<file path="config.mk">
export PLATFORM = sky130hd
export DESIGN_NAME = muldiv_sequencer_flat
export DESIGN_NICKNAME = d
export VERILOG_FILES = /design/src/rtl/muldiv_sequencer_if.sv /design/src/rtl/muldiv_sequencer.sv /design/src/flat_wrapper.sv
export SDC_FILE = /design/constraint.sdc
export NUM_CORES = 1
export LEC_CHECK = 0
export ABC_AREA = 1
export CAP_MARGIN = 10
export CORE_MARGIN = 2
export CORE_UTILIZATION = 45
export DETAILED_ROUTE_END_ITERATION = 10
export PLACE_DENSITY = 0.92
export SYNTH_ARGS = -nofsm -noshare
export SYNTH_HDL_FRONTEND = slang
export SYNTH_SLANG_ARGS = --single-unit
</file>
<file path="constraint.sdc">
create_clock -name clock -period 3.2 [get_ports clock]
set_input_delay 0.64 -clock clock [delete_from_list [all_inputs] [get_ports clock]]
set_output_delay 0.64 -clock clock [all_outputs]
set_load 0.01 [all_outputs]
</file>
<file path="src/rtl/muldiv_sequencer_if.sv">
// Signal bundle between the execute-stage sequencer, the multdiv unit and the
// shared regfile write port. The slave modport is the sequencer's view.
interface muldiv_sequencer_if;
  logic        issue_valid;
  logic        issue_is_div;
  logic [4:0]  issue_rd;
  logic        md_ready;
  logic        md_exception;
  logic [31:0] md_result;
  logic        wb_busy;
  logic        ctrl_mult;
  logic        ctrl_div;
  logic        stall;
  logic        wr_en;
  logic [4:0]  wr_reg;
  logic [31:0] wr_data;
  logic        timeout_err;

  modport slave (
    input  issue_valid, issue_is_div, issue_rd,
    input  md_ready, md_exception, md_result,
    input  wb_busy,
    output ctrl_mult, ctrl_div, stall,
    output wr_en, wr_reg, wr_data, timeout_err
  );

  modport master (
    output issue_valid, issue_is_div, issue_rd,
    output md_ready, md_exception, md_result,
    output wb_busy,
    input  ctrl_mult, ctrl_div, stall,
    input  wr_en, wr_reg, wr_data, timeout_err
  );
endinterface

</file>
<file path="src/rtl/muldiv_sequencer.sv">
// Sequences one multiply/divide through multdiv and writes the result back
// when the pipeline frees the regfile port. Define MULDIV_SEQ_TIMEOUT_EN for the WAIT watchdog.
module muldiv_sequencer #(
  parameter int TIMEOUT = 64,
  parameter int RSTATUS = 30
) (
  input  logic          clock,
  input  logic          reset,
  muldiv_sequencer_if.slave bus
);

  typedef enum logic [1:0] {IDLE, START, WAIT, WRITE} state_t;

  localparam logic [4:0] STATUS_REG = 5'(RSTATUS);

  state_t      state;
  logic        op_div;
  logic [4:0]  rd;
  logic [7:0]  wait_cnt;
  logic        write_ok;
  logic [4:0]  wr_reg_q;
  logic [31:0] wr_data_q;
  logic        ctrl_mult_q;
  logic        ctrl_div_q;
  logic        timeout_q;

`ifdef MULDIV_SEQ_TIMEOUT_EN
  localparam logic [7:0] WAIT_LIMIT = 8'(TIMEOUT - 1);
`else
  logic unused_watchdog;
  assign unused_watchdog = ^{wait_cnt, 8'(TIMEOUT)};
`endif

  always_ff @(posedge clock or negedge reset) begin
    if (!reset) begin
      state       <= IDLE;
      op_div      <= 1'b0;
      rd          <= 5'd0;
      wait_cnt    <= 8'd0;
      write_ok    <= 1'b0;
      wr_reg_q    <= 5'd0;
      wr_data_q   <= 32'd0;
      ctrl_mult_q <= 1'b0;
      ctrl_div_q  <= 1'b0;
      timeout_q   <= 1'b0;
    end else begin
      case (state)
        IDLE: begin
          if (bus.issue_valid) begin
            op_div      <= bus.issue_is_div;
            rd          <= bus.issue_rd;
            ctrl_mult_q <= !bus.issue_is_div;
            ctrl_div_q  <= bus.issue_is_div;
            wait_cnt    <= 8'd0;
            state       <= START;
          end
        end
        START: begin
          ctrl_mult_q <= 1'b0;
          ctrl_div_q  <= 1'b0;
          state       <= WAIT;
        end
        WAIT: begin
          if (bus.md_ready) begin
            state <= WRITE;
            if (bus.md_exception) begin
              wr_reg_q  <= STATUS_REG;
              wr_data_q <= op_div ? 32'd5 : 32'd4;
              write_ok  <= 1'b1;
            end else begin
              wr_reg_q  <= rd;
              wr_data_q <= bus.md_result;
              // r0 is hardwired zero, so a clean result for it is dropped
              write_ok  <= (rd != 5'd0);
            end
`ifdef MULDIV_SEQ_TIMEOUT_EN
          end else if (wait_cnt == WAIT_LIMIT) begin
            state     <= WRITE;
            wr_reg_q  <= STATUS_REG;
            wr_data_q <= 32'd6;
            write_ok  <= 1'b1;
            timeout_q <= 1'b1;
`endif
          end else begin
            wait_cnt <= wait_cnt + 8'd1;
          end
        end
        WRITE: begin
          if (!bus.wb_busy) begin
            state     <= IDLE;
            write_ok  <= 1'b0;
            wr_reg_q  <= 5'd0;
            wr_data_q <= 32'd0;
          end
        end
        default: state <= IDLE;
      endcase
    end
  end

  // The pipeline owns the write port whenever wb_busy is high, so the enable is gated live
  assign bus.wr_en       = write_ok && (state == WRITE) && !bus.wb_busy;
  assign bus.wr_reg      = wr_reg_q;
  assign bus.wr_data     = wr_data_q;
  assign bus.ctrl_mult   = ctrl_mult_q;
  assign bus.ctrl_div    = ctrl_div_q;
  assign bus.stall       = (state != IDLE) || bus.issue_valid;
  assign bus.timeout_err = timeout_q;

endmodule

</file>
<file path="src/flat_wrapper.sv">
// flat-port wrapper written by rule: the top's interface ports become plain ports
module muldiv_sequencer_flat 
#(
  parameter int TIMEOUT = 64,
  parameter int RSTATUS = 30
)
  (clock, reset, bus_issue_valid, bus_issue_is_div, bus_issue_rd, bus_md_ready, bus_md_exception, bus_md_result, bus_wb_busy, bus_ctrl_mult, bus_ctrl_div, bus_stall, bus_wr_en, bus_wr_reg, bus_wr_data, bus_timeout_err);
  muldiv_sequencer_if bus_i ();
  input  logic clock;
  input  logic reset;
  input wire logic [$bits(bus_i.issue_valid)-1:0] bus_issue_valid;
  input wire logic [$bits(bus_i.issue_is_div)-1:0] bus_issue_is_div;
  input wire logic [$bits(bus_i.issue_rd)-1:0] bus_issue_rd;
  input wire logic [$bits(bus_i.md_ready)-1:0] bus_md_ready;
  input wire logic [$bits(bus_i.md_exception)-1:0] bus_md_exception;
  input wire logic [$bits(bus_i.md_result)-1:0] bus_md_result;
  input wire logic [$bits(bus_i.wb_busy)-1:0] bus_wb_busy;
  output wire logic [$bits(bus_i.ctrl_mult)-1:0] bus_ctrl_mult;
  output wire logic [$bits(bus_i.ctrl_div)-1:0] bus_ctrl_div;
  output wire logic [$bits(bus_i.stall)-1:0] bus_stall;
  output wire logic [$bits(bus_i.wr_en)-1:0] bus_wr_en;
  output wire logic [$bits(bus_i.wr_reg)-1:0] bus_wr_reg;
  output wire logic [$bits(bus_i.wr_data)-1:0] bus_wr_data;
  output wire logic [$bits(bus_i.timeout_err)-1:0] bus_timeout_err;
  assign bus_i.issue_valid = bus_issue_valid;
  assign bus_i.issue_is_div = bus_issue_is_div;
  assign bus_i.issue_rd = bus_issue_rd;
  assign bus_i.md_ready = bus_md_ready;
  assign bus_i.md_exception = bus_md_exception;
  assign bus_i.md_result = bus_md_result;
  assign bus_i.wb_busy = bus_wb_busy;
  assign bus_ctrl_mult = bus_i.ctrl_mult;
  assign bus_ctrl_div = bus_i.ctrl_div;
  assign bus_stall = bus_i.stall;
  assign bus_wr_en = bus_i.wr_en;
  assign bus_wr_reg = bus_i.wr_reg;
  assign bus_wr_data = bus_i.wr_data;
  assign bus_timeout_err = bus_i.timeout_err;
  muldiv_sequencer #(.TIMEOUT(TIMEOUT), .RSTATUS(RSTATUS)) u_core (.clock(clock), .reset(reset), .bus(bus_i));
endmodule
</file>
# After elaboration in Yosys (flattened, before gate mapping)
# Cells that the tools add are included.
dict set report classes {
  eq_ne 6
  n_mux 21
  n_reduce_logical 14
}
# cell count
set op_table {}
lappend op_table {{$mux W32} 3}
lappend op_table {{$pmux W32 S2} 1}
lappend op_table {{$mux W5} 3}
lappend op_table {{$pmux W5 S2} 1}
lappend op_table {{$pmux W2 S4} 1}
lappend op_table {{$mux W1} 6}
lappend op_table {{$mux W2} 3}
lappend op_table {{$ne A2 B2 Y1 const B} 3}
lappend op_table {{$pmux W1 S2} 3}
lappend op_table {{$reduce_and A3 Y1} 2}
lappend op_table {{$reduce_bool A2 Y1} 3}
lappend op_table {{$reduce_bool A5 Y1} 1}
lappend op_table {{$eq A2 B2 Y1 const B} 2}
lappend op_table {{$reduce_and A2 Y1} 2}
lappend op_table {{$eq A2 B1 Y1 const B} 1}
lappend op_table {{$logic_and A1 B1 Y1} 2}
lappend op_table {{$logic_not A1 Y1} 2}
lappend op_table {{$logic_not A2 Y1} 1}
lappend op_table {{$logic_or A1 B1 Y1} 1}
dict set report word_totals {
  output_inout_bits 42
  elab_cells 49
  reg_bits 48
  inputBits 44
}

# Depth between registers and ports, before layout
# Gate-level depths: netlist of run 1.
dict set report logic_depth {
  word_depth 4
  depth_mapped 9
  mapped_depth_nobuf 7
}

# Least setup slack after synthesis of run 1
# Ideal clock, no wire load.
dict set report synth_path {
  path_type {register to output}
  start {register u_core.state[0]}
  end {output bus_wr_en}
  slack_ns 1.502
  t_required_ns 2.560
  t_arrival_ns 1.058
  stages_incl_launch_ff 6
  cell_sequence {dfrtp_1 ha_1 buf_4 buf_2 nand2_1 nor2_1}
}
dict set report synth_via {
  elab_chain_len 3
}
# element line
set synth_lines {}
lappend synth_lines {{start, declared} muldiv_sequencer.sv:16} ;# state_t state;
lappend synth_lines {{start signal, assigned} muldiv_sequencer.sv:36} ;# state <= IDLE;
lappend synth_lines {{start signal, assigned} muldiv_sequencer.sv:55} ;# state <= START;
lappend synth_lines {{start signal, assigned} muldiv_sequencer.sv:61} ;# state <= WAIT;
lappend synth_lines {{$eq A2 B2 Y1} muldiv_sequencer.sv:102} ;# assign bus.wr_en = write_ok && (state == WRITE) && !bus.wb_busy;
lappend synth_lines {{$logic_and A1 B1 Y1 (2 in a row)} muldiv_sequencer.sv:102}
lappend synth_lines {{end, declared} flat_wrapper.sv:21} ;# output wire logic [$bits(bus_i.wr_en)-1:0] bus_wr_en;
# No other way between the ends.

# Worst setup path after layout of run 1
dict set report layout_path {
  start {input bus_issue_valid}
  end {output bus_stall}
}
dict set report layout_via {
  elab_chain_len 1
}
# element line
set layout_lines {}
lappend layout_lines {{start, declared} flat_wrapper.sv:11} ;# input wire logic [$bits(bus_i.issue_valid)-1:0] bus_issue_valid;
lappend layout_lines {{$logic_or A1 B1 Y1} muldiv_sequencer.sv:107} ;# assign bus.stall = (state != IDLE) || bus.issue_valid;
lappend layout_lines {{end, declared} flat_wrapper.sv:20} ;# output wire logic [$bits(bus_i.stall)-1:0] bus_stall;
# No other way between the ends.

==> summary.txt, run 1 <==
Drt
  • ANT nets after route: 0
  • Initial DRC Count: roughly 170
  • Drt wl/cell: 12.9 um
  • Via-per-instance ratio: 4.87
  • Router iterations before antenna repair: 4
  • DRT Wirelength: approximately 5900 um
  • DR DRC count: 0
  • Vias: ~2200

Pwr
  • Total power: 2.67 mW
  • Leak pwr: 1.72 nW
  • Maximum vdd ir drop: a little over 0.0006 V
  • Pwr dens: 807 nW/um^2

Placement
  • RD Place Congestion: 0.735
  • Placed cell area: 3200 um^2
  • Port Buffer Count: 84
  • Hpwl dp: about 4200 um

Timing
  • Final setup violation count: 0
  • Fin crit share: 76.7%
  • Slew Viols, Final: 0
  • Final Hold Vio Count: 0
  • Worst clock skew: 0.00774 ns
  • RSZ-0062 raised after global routing: no
  • Worst Tran Pin Value: 1.08 ns
  • Max-slew headroom: between 20% and 30%
  • Post-route minimum period: between 2 and 2.5 ns
  • Total negative slack: 0 ns
  • Min Hold Slack: 0.481 ns
  • Max Fclk: 407 MHz

Cells and area
  • Diode count: 0
  • Synth-to-layout area growth: 40.2%
  • Max reg flops: 32
  • Design Area, Final: 3310 um^2
  • Nets: 438
  • Layout cells sized above 1: 4.36%

Hold path
  • Hold Path Origin: u_core.bus.wr_data[0]
  • Hold EP: u_core.bus.wr_data[0]
  • WHS Path Cells: 2
  • Worst hold path type: register to register

Synthesis
  • Ys flop type: dfrtp_1
  • Cell with the most instances after synthesis: nand2_1
  • Top cell type's share of synthesized area: 50.9%
  • Register bit total from synthesis: 48
  • Mapped Avg Cell Area: 7.59 um^2
  • Yosys Warn Count: 1
  • Fraction of registers with async set/reset: 100%
  • Commonest cells in the netlist: 138 x nand2_1, 48 x dfrtp_1, 37 x nor2_1
  • Area contributors post-synth: dfrtp_1 51%, nand2_1 22%, nand3_1 7.6%, nor2_1 5.9%, ha_1 2.6%
  • Syn Inst Count: 311
  • Synth area leader: dfrtp_1
  • Distinct cells, synth: 18
  • EDFF count, synth: 0
  • Syn nets: 360
  • Register area share after synthesis: between 50 and 60%
  • Syn Std Cell Area: between 2000 and 2500 um^2

Critical path
  • RR Endpoint: u_core.bus.wr_data[2]
  • Max incr delay on CP: 0.55 ns
  • Worst setup EP type: output port
  • Slowest cell on crit path: clkdlybuf4s50_1
  • R2r setup slk: approximately 1.0 ns
  • Setup Crit Path Kind: input port to output port
  • Crit Path Max Fanout: 4
  • CP dominant cell by count: clkdlybuf4s50_1
  • Cell Chain, Critical Path: clkdlybuf4s50_1, inv_1, nand2_1, clkdlybuf4s50_1
  • Crit. path cell count: 4
  • Buf+Inv Stages, Crit Path: 3
  • Startpoint Class: input port
  • R2R depth: 7
  • Crit path max-delay family: buffers and inverters
  • Worst path required time: 2.56 ns
  • Arr. time, crit path: 1.82 ns
  • Worst R2R Start: u_core.state[0]

Floorplanning
  • Starting Density: a little under half
  • I/O pins: 86
  • CORE AREA: 5070 um^2
  • Die W: 76.4 um
  • # rows: 26
  • Height of the die: 76.4 um
  • Die Footprint: 5840 um^2

Global route
  • First-pass GRT wire length: 10000 um
  • Largest net degree at the start of global routing: 49
  • Gr usage total: 20.9%
  • Global route overflow: 0
  • Vias in the first global route: ~2200
  • Initial antenna violation count: 0

Clock network
  • CTS Buf Count: 5
  • Maximum root-to-sink buffer count: 2
  • Clk slew on worst S/H paths: 0.08 ns
  • TritonCTS Sinks: 48
  • Worst-skew pair later-pin latency: 0.29 ns
  • Clock root cell: clkbuf_8
  • Post-CTS sizing: 0
  • CTS tree: built
  • Hold Buf Count CTS: 0
  • Post-CTS setup repair buffer count: 0
  • H-tree depth: 2

Outcome
  • Outcome: complete, no violations

Run
  • Max-cap violations: 0
==> layout by cell type (no fill, tap or decap) <==
cell type	netlist	final
nand4_1	2	2
nor2_2	1	1
nand2_1	138	138
o21ai_0	9	9
conb_1	1	1
bufinv_16	0	1
clkbuf_8	0	5
inv_2	1	1
buf_2	8	1
nor2_1	37	37
ha_1	5	5
nand3_1	36	36
nand3_2	1	1
dfrtp_1	48	48
clkbuf_1	1	1
buf_4	5	5
clkdlybuf4s50_1	0	83
nand2_4	1	1
inv_1	13	13
clkinv_2	0	1
==> report_power, final <==
group	internal (mW)	switching, mW
Sequential	0.821	0.125
Clock	0.232	0.190
Combinational	0.559	0.746
==> area by class of cell <==
cell class | instances | area, um^2
clock buffer | 6 | 72.6
clock inverter | 2 | 35.0
fill | 445 | 1760
inverter | 14 | 52.6
multi-input combinational | 231 | 988
sequential | 48 | 1200
tap | 70 | 87.6
timing repair buffer | 89 | 873
==> cell families (layout without fill, tap and decap cells) <==
family | count (synthesis) | count (layout) | share of synthesized area [%]
fa+ha+maj | 5 | 5 | 2.65
compound gates | 9 | 9 | 1.91
flops | 48 | 48 | 50.9
simple gates | 216 | 216 | 37.1
buf+inv | 32 | 111 | 7.26
other cells | 1 | 1 | 0.159
==> per-stage QoR <==
step	util, %	worst slack (ns)	std cells
3_3_place_gp	63.1	0.763	452
3_5_place_dp	63.1	0.755	452
6_report	65.2	0.744	460
4_1_cts	65.2	0.743	460
5_1_grt	65.2	0.685	460
2_1_floorplan	-	1.50	311
==> how the worst max path moves through the flow <==
stage | endpoint | slack, ns | start
after CTS | bus_stall | 0.74 | bus_issue_valid
after global routing | bus_stall | 0.69 | bus_issue_valid
after detailed placement | bus_stall | 0.75 | bus_issue_valid
final | bus_stall | 0.74 | bus_issue_valid
after global placement | bus_stall | 0.76 | bus_issue_valid
after floorplan | bus_wr_en | 1.50 | u_core.state[0]
==> worst register-to-register path, cell delays in order, from the launching register on <==
cell,delay [ns]
dfrtp_1,0.42
ha_1,0.26
buf_4,0.21
nand2_4,0.33
nand3_2,0.35
buf_4,0.34
nand2_1,0.10
nand2_1,0.05
==> metal layers <==
| layer | global-route usage [%] | routed length [um] |
|---|---|---|
| met5 | 0 | 0 |
| met4 | 5.82 | 31 |
| met3 | 3.79 | 262 |
| met2 | 36.7 | 3070 |
| met1 | 26.3 | 2560 |
(Power assumes the default switching activity.)
==> run 2, diff against run 1 <==
--- a/config.mk
+++ b/config.mk
@@ -8,9 +8,9 @@
 export ABC_AREA = 1
 export CAP_MARGIN = 10
 export CORE_MARGIN = 2
-export CORE_UTILIZATION = 45
+export CORE_UTILIZATION = 44
 export DETAILED_ROUTE_END_ITERATION = 10
-export PLACE_DENSITY = 0.92
+export PLACE_DENSITY = 0.9
 export SYNTH_ARGS = -nofsm -noshare
 export SYNTH_HDL_FRONTEND = slang
 export SYNTH_SLANG_ARGS = --single-unit
==> constraint.sdc (replaced) <==
create_clock -name clock -period 2.3 [get_ports clock]
set_input_delay 0.46 -clock clock [delete_from_list [all_inputs] [get_ports clock]]
set_output_delay 0.46 -clock clock [all_outputs]
set_load 0.01 [all_outputs]
==> run 2 against run 1 <==
Effect of this change: critical path depth did not move; critical path type is now register to output port; sequential share of layout area fell by 0.23 points; largest power group unchanged; non-clock buffer count rose by 4; clock power rose by 25%.
==> summary.txt, run 2 (synthesized netlist as in run 1, its figures left out) <==
Timing
  • Slew Viols, Final: 0 (unchanged)
  • Final Hold Vio Count: 0 (unchanged)
  • Worst Tran Pin Value: 0.540 ns (-0.541 ns)
  • Post-route minimum period: 2.18 ns
  • Total negative slack: 0 ns (unchanged)
  • Final setup violation count: 0 (unchanged)
  • Fin crit share: 94.9%
  • Worst clock skew: 0.00175 ns (-0.00599 ns)
  • RSZ-0062 raised after global routing: no
  • Max-slew headroom: 64.0% (+36 points)
  • Max Fclk: 458 MHz

Clock network
  • CTS tree: built
  • Clock root cell: clkbuf_8
  • Hold Buf Count CTS: 0 (unchanged)
  • Maximum root-to-sink buffer count: 2 (unchanged)
  • Clk slew on worst S/H paths: 0.08 ns (about the same)
  • CTS Buf Count: 5 (unchanged)
  • Worst-skew pair later-pin latency: 0.29 ns (about the same)
  • Post-CTS sizing: 0 (unchanged)
  • TritonCTS Sinks: 48 (unchanged)
  • H-tree depth: 2 (unchanged)
  • Post-CTS setup repair buffer count: 0 (unchanged)

Critical path
  • R2R depth: 7 (unchanged)
  • Critical Path Start: u_core.state[0]
  • Slowest cell on crit path: clkdlybuf4s50_1
  • Crit Path Max Fanout: 4 (unchanged)
  • Startpoint Class: register
  • Worst path required time: 1.84 ns (-0.72 ns)
  • Arr. time, crit path: 1.72 ns (-0.10 ns)
  • Worst setup EP type: output port
  • Cell Chain, Critical Path: inv_1, ha_1, nand2_1, clkdlybuf4s50_1
  • Max incr delay on CP: 0.56 ns (about the same)
  • Worst R2R Start: u_core.state[0]
  • Crit. path cell count: 4 (unchanged)
  • Setup Crit Path Kind: register to output port
  • Critical Path End: bus_stall
  • Crit path max-delay family: buffers and inverters
  • Buf+Inv Stages, Crit Path: 2 (-1)
  • RR Endpoint: u_core.bus.wr_data[5]
  • R2r setup slk: 0.61 ns (-0.41 ns)

Floorplanning
  • Starting Density: 45.9% (-0.59 points)
  • CORE AREA: 5140 um^2 (+1.3%)
  • Die W: 77.3 um (+1.1%)
  • I/O pins: 86 (unchanged)
  • Height of the die: 77.3 um (+1.1%)
  • Die Footprint: 5970 um^2 (+2.1%)
  • # rows: 26 (unchanged)

Pwr
  • Gate power share: 50.0% (+1.2 points)
  • Maximum vdd ir drop: 0.000583 V (-4.8%)
  • Pwr dens: 1110 nW/um^2 (+38%)
  • Switching Fraction: 39.9% (+0.27 points)
  • Sequential Power Share: 35.8% (+0.4 points)
  • Clock power share: 14.2% (-1.6 points)
  • Total power: 3.71 mW (+39%)
  • Leak pwr: 1.73 nW (+0.70%)
  • Internal power: 2.23 mW (+38%)
  • Psw: 1.48 mW (+40%)

Drt
  • Via-per-instance ratio: 4.82 (-1.0%)
  • DR DRC count: 0 (unchanged)
  • ANT nets after route: 0 (unchanged)
  • Router iterations before antenna repair: 4 (unchanged)
  • Vias: 2232 (-0.40%)
  • DRT Wirelength: 5980 um (+0.93%)
  • Drt wl/cell: 12.9 um (+0.27%)
  • Initial DRC Count: 100 (-40%)

Global route
  • First-pass GRT wire length: 10100 um (+0.28%)
  • Largest net degree at the start of global routing: 33 (-33%)
  • Vias in the first global route: 2145 (-1.7%)
  • Gr usage total: 20.8% (-0.074 points)
  • Initial antenna violation count: 0 (unchanged)
  • Global route overflow: 0 (unchanged)

Hold path
  • Worst hold path type: input port to asynchronous set/reset pin

Placement
  • RD Place Congestion: 0.723 (-1.6%)
  • Hpwl dp: 4370 um (+4.9%)
  • Port Buffer Count: 84 (unchanged)
  • Placed cell area: 3230 um^2 (+0.94%)

Cells and area
  • Max reg flops: 32 (unchanged)
  • Layout cells sized above 1: 5.60% (+1.2 points)
  • Design Area, Final: 3330 um^2 (+0.64%)
  • Most common cell after layout, fill and taps aside: nand2_1
  • Leading cell types in the layout, fill and taps excluded: 138 x nand2_1, 83 x clkdlybuf4s50_1, 48 x dfrtp_1
  • Synth-to-layout area growth: 41.1%
  • Nets: 442 (+0.91%)
  • Diode count: 0 (unchanged)

Outcome
  • Outcome: complete, no violations

Run
  • Max-cap violations: 0 (unchanged)
==> run 2: cell types whose count changed in the layout (fill, tap and decap cells not counted) <==
cell,delta
clkbuf_1,-1
ha_2,+1
clkbuf_8,+2
buf_4,+4
ha_1,-1
bufinv_16,-1
clkinv_2,-1
==> run 2: stage by stage <==
stage | setup WS, ns | hold slack, ns | cells | util (%)
3_5_place_dp | 0.201 | 0.457 | 456 | 62.9
2_1_floorplan | 0.782 | 0.164 | 311 | -
3_3_place_gp | 0.221 | 0.456 | 456 | 62.9
5_1_grt | 0.00856 | 0.179 | 463 | 64.8
4_1_cts | 0.0224 | 0.148 | 463 | 64.8
6_report | 0.118 | 0.139 | 463 | 64.8
==> run 2: final cells by class <==
type,instances,area (um^2)
Multi-Input combinational cell,231,991
Sequential cell,48,1200
Inverter,14,52.6
Timing Repair Buffer,93,903
Tap cell,70,87.6
Fill cell,478,1810
Clock buffer,7,96.3
==> run 2: power groups by stage <==
| stage | logic, mW | registers [mW] | clock network (mW) |
|---|---|---|---|
| CTS | 1.87 | 1.33 | 0.539 |
| detailed placement | 1.86 | 1.34 | 0 |
| finish | 1.85 | 1.33 | 0.528 |
| global route | 2.06 | 1.36 | 0.571 |
| floorplan | 1.04 | 1.41 | 0 |
| global placement | 1.79 | 1.33 | 0 |
==> run 2: routing by layer <==
metal  track usage (%)  vias to the layer above  share of wire, %
met1              26.4                     1041                44
met3              4.35                        7               4.9
met4              5.18                        0              0.92
met5                 0                        -                 0
met2              36.2                       65                50
li1                  -                     1119                 -
==> run 2: how the worst min path moves through the flow <==
stage,to,slack (ns),cells past startpoint
after global placement,u_core.bus.wr_reg[4],0.46,2
after detailed placement,u_core.bus.wr_reg[3],0.46,2
after CTS,u_core.bus.wr_reg[4],0.15,1
after global routing,u_core.bus.wr_data[30],0.18,1
after floorplan,u_core.bus.ctrl_div,0.16,0
final,u_core.bus.wr_data[30],0.14,1
==> run 3, diff against run 2 <==
--- a/config.mk
+++ b/config.mk
@@ -11,6 +11,7 @@
 export CORE_UTILIZATION = 44
 export DETAILED_ROUTE_END_ITERATION = 10
 export PLACE_DENSITY = 0.9
+export RECOVER_POWER = 50
 export SYNTH_ARGS = -nofsm -noshare
 export SYNTH_HDL_FRONTEND = slang
 export SYNTH_SLANG_ARGS = --single-unit
==> run 3 against run 2 <==
Effect of this change: register-to-register slack got worse by 0.17 ns; global-route usage is the same; largest power group unchanged; clock power about the same; critical path type unchanged.
==> summary.txt, run 3 (synthesized netlist as in run 1, its figures left out) <==
Clock network
  • Hold Buf Count CTS: 0 (unchanged)
  • H-tree depth: 2 (unchanged)
  • CTS tree: built
  • Maximum root-to-sink buffer count: 2 (unchanged)
  • Post-CTS setup repair buffer count: 0 (unchanged)
  • Worst-skew pair later-pin latency: 0.29 ns (about the same)
  • Post-CTS sizing: 0 (unchanged)
  • Clock root cell: clkbuf_8
  • Clk slew on worst S/H paths: 0.08 ns (about the same)
  • CTS Buf Count: 5 (unchanged)
  • TritonCTS Sinks: 48 (unchanged)

Critical path
  • RR Endpoint: u_core.bus.wr_data[5]
  • Buf+Inv Stages, Crit Path: 2 (unchanged)
  • Worst path required time: 1.84 ns (about the same)
  • Critical Path Start: u_core.state[0]
  • R2R depth: 7 (unchanged)
  • Arr. time, crit path: 1.72 ns (about the same)
  • Cell Chain, Critical Path: inv_1, ha_1, nand2_1, clkdlybuf4s50_1
  • Startpoint Class: register
  • R2r setup slk: 0.44 ns (-0.17 ns)
  • Max incr delay on CP: 0.56 ns (about the same)
  • Crit path max-delay family: buffers and inverters
  • Setup Crit Path Kind: register to output port
  • Slowest cell on crit path: clkdlybuf4s50_1
  • Crit. path cell count: 4 (unchanged)
  • Crit Path Max Fanout: 4 (unchanged)
  • Worst setup EP type: output port
  • Worst R2R Start: u_core.state[0]
  • Critical Path End: bus_stall

Drt
  • Vias: 2230 (-0.090%)
  • ANT nets after route: 0 (unchanged)
  • Router iterations before antenna repair: 4 (unchanged)
  • Drt wl/cell: 12.8 um (-0.50%)
  • Via-per-instance ratio: 4.82 (about the same)
  • DRT Wirelength: 5950 um (-0.50%)
  • DR DRC count: 0 (unchanged)
  • Initial DRC Count: 100 (unchanged)

Global route
  • Largest net degree at the start of global routing: 33 (unchanged)
  • Global route overflow: 0 (unchanged)
  • First-pass GRT wire length: 10100 um (unchanged)
  • Gr usage total: 20.8% (unchanged)
  • Initial antenna violation count: 0 (unchanged)
  • Vias in the first global route: 2145 (unchanged)

Cells and area
  • Leading cell types in the layout, fill and taps excluded: 138 x nand2_1, 83 x clkdlybuf4s50_1, 48 x dfrtp_1
  • Diode count: 0 (unchanged)
  • Finished Layout Cells: 463 (unchanged)
  • Most common cell after layout, fill and taps aside: nand2_1
  • Max reg flops: 32 (unchanged)
  • Fill count: 477 (-0.21%)
  • Nets: 442 (unchanged)
  • Layout cells sized above 1: 5.09% (-0.51 points)
  • Fin util: 64.7% (-0.17 points)
  • Synth-to-layout area growth: 40.8%

Timing
  • Min Hold Slack: 0.425 ns (+0.286 ns)
  • Max Fclk: 458 MHz (about the same)
  • Worst Tran Pin Value: 1.28 ns (+0.744 ns)
  • Final setup violation count: 0 (unchanged)
  • Total negative slack: 0 ns (unchanged)
  • Final Hold Vio Count: 0 (unchanged)
  • Post-route minimum period: 2.18 ns (+0.000167 ns)
  • Worst clock skew: 0.00175 ns (+0.00000436 ns)
  • Slew Viols, Final: 0 (unchanged)
  • Fin crit share: 94.9% (about the same)
  • Max-slew headroom: 14.4% (-50 points)
  • RSZ-0062 raised after global routing: no

Pwr
  • Sequential Power Share: 35.9% (about the same)
  • Switching Fraction: 39.8% (-0.13 points)
  • Pwr dens: 1110 nW/um^2 (about the same)
  • Maximum vdd ir drop: 0.000624 V (+7.0%)
  • Clock power share: 14.3% (about the same)
  • Internal power: 2.23 mW (-0.14%)
  • Leak pwr: 1.73 nW (-0.33%)
  • Psw: 1.47 mW (-0.67%)
  • Gate power share: 49.8% (-0.2 points)

Placement
  • Hpwl dp: 4370 um (unchanged)
  • Placed Cells: 456 (unchanged)
  • Port Buffer Count: 84 (unchanged)
  • RD Place Congestion: 0.723 (unchanged)

Floorplanning
  • CORE AREA: 5140 um^2 (unchanged)
  • # rows: 26 (unchanged)
  • I/O pins: 86 (unchanged)
  • Die W: 77.3 um (unchanged)
  • Starting Density: 45.9% (unchanged)
  • Height of the die: 77.3 um (unchanged)
  • Die Footprint: 5970 um^2 (unchanged)

Outcome
  • Outcome: complete, no violations

Run
  • Max-cap violations: 0 (unchanged)

Hold path
  • Worst hold path type: input port to asynchronous set/reset pin
run 3: cell types whose count changed in the layout (fill, tap and decap cells not counted):
cell,change
buf_2,-1
nand3_2,-1
buf_4,-1
clkbuf_1,+1
nand3_1,+1
clkbuf_2,+1
run 3: worst register-to-register path, delay by kind of cell, from the launching register on:
family	cells	cell delay [ns]
DFF	1	0.41
buffers and inverters	2	0.45
and+or+nand+nor	4	0.66
adders and majority gates	1	0.24
run 3: worst min-delay path by stage:
stage / start / to / slack, ns / depth (start not counted)
after floorplan: reset / u_core.bus.ctrl_div / 0.16 / 0
after global placement: u_core.bus.wr_reg[4] / u_core.bus.wr_reg[4] / 0.46 / 2
after detailed placement: u_core.bus.wr_reg[3] / u_core.bus.wr_reg[3] / 0.46 / 2
after CTS: reset / u_core.bus.wr_reg[4] / 0.15 / 1
after global routing: u_core.write_ok / u_core.write_ok / 0.50 / 2
final: reset / u_core.bus.wr_data[30] / 0.42 / 1
run 3: stage by stage:
step                power, mW  worst slack (ns)  area [um^2]
floorplan                2.45             0.782         2360
global placement         3.12             0.221         3230
detailed placement       3.21             0.201         3230
CTS                      3.74            0.0224         3330
global route             3.99           0.00856         3320
finish                   3.70             0.118         3320
run 3: cell type report:
cell class              instances  area [um^2]  area share (%)
multi-input cells             231          986            29.7
flip-flops and latches         48         1200            36.1
repair buffers                 93          900            27.1
inverters                      14         52.6            1.58
well taps                      70         87.6            2.64
clock buffers                   7         96.3            2.90
run 3: power groups by stage:
stage	clock (mW)	combinational, mW	sequential, mW
floorplan	0	1.04	1.41
global placement	0	1.79	1.33
detailed placement	0	1.86	1.34
CTS	0.539	1.87	1.33
global route	0.571	2.05	1.36
finish	0.528	1.84	1.33
run 3: per-layer routing:
metal | wire, um | up-vias | GRT usage [%]
met1 | 2590 | 1045 | 26.4
met5 | 0 | - | 0
li1 | - | 1119 | -
met3 | 279 | 7 | 4.35
met2 | 3020 | 59 | 36.2
met4 | 55 | 0 | 5.18
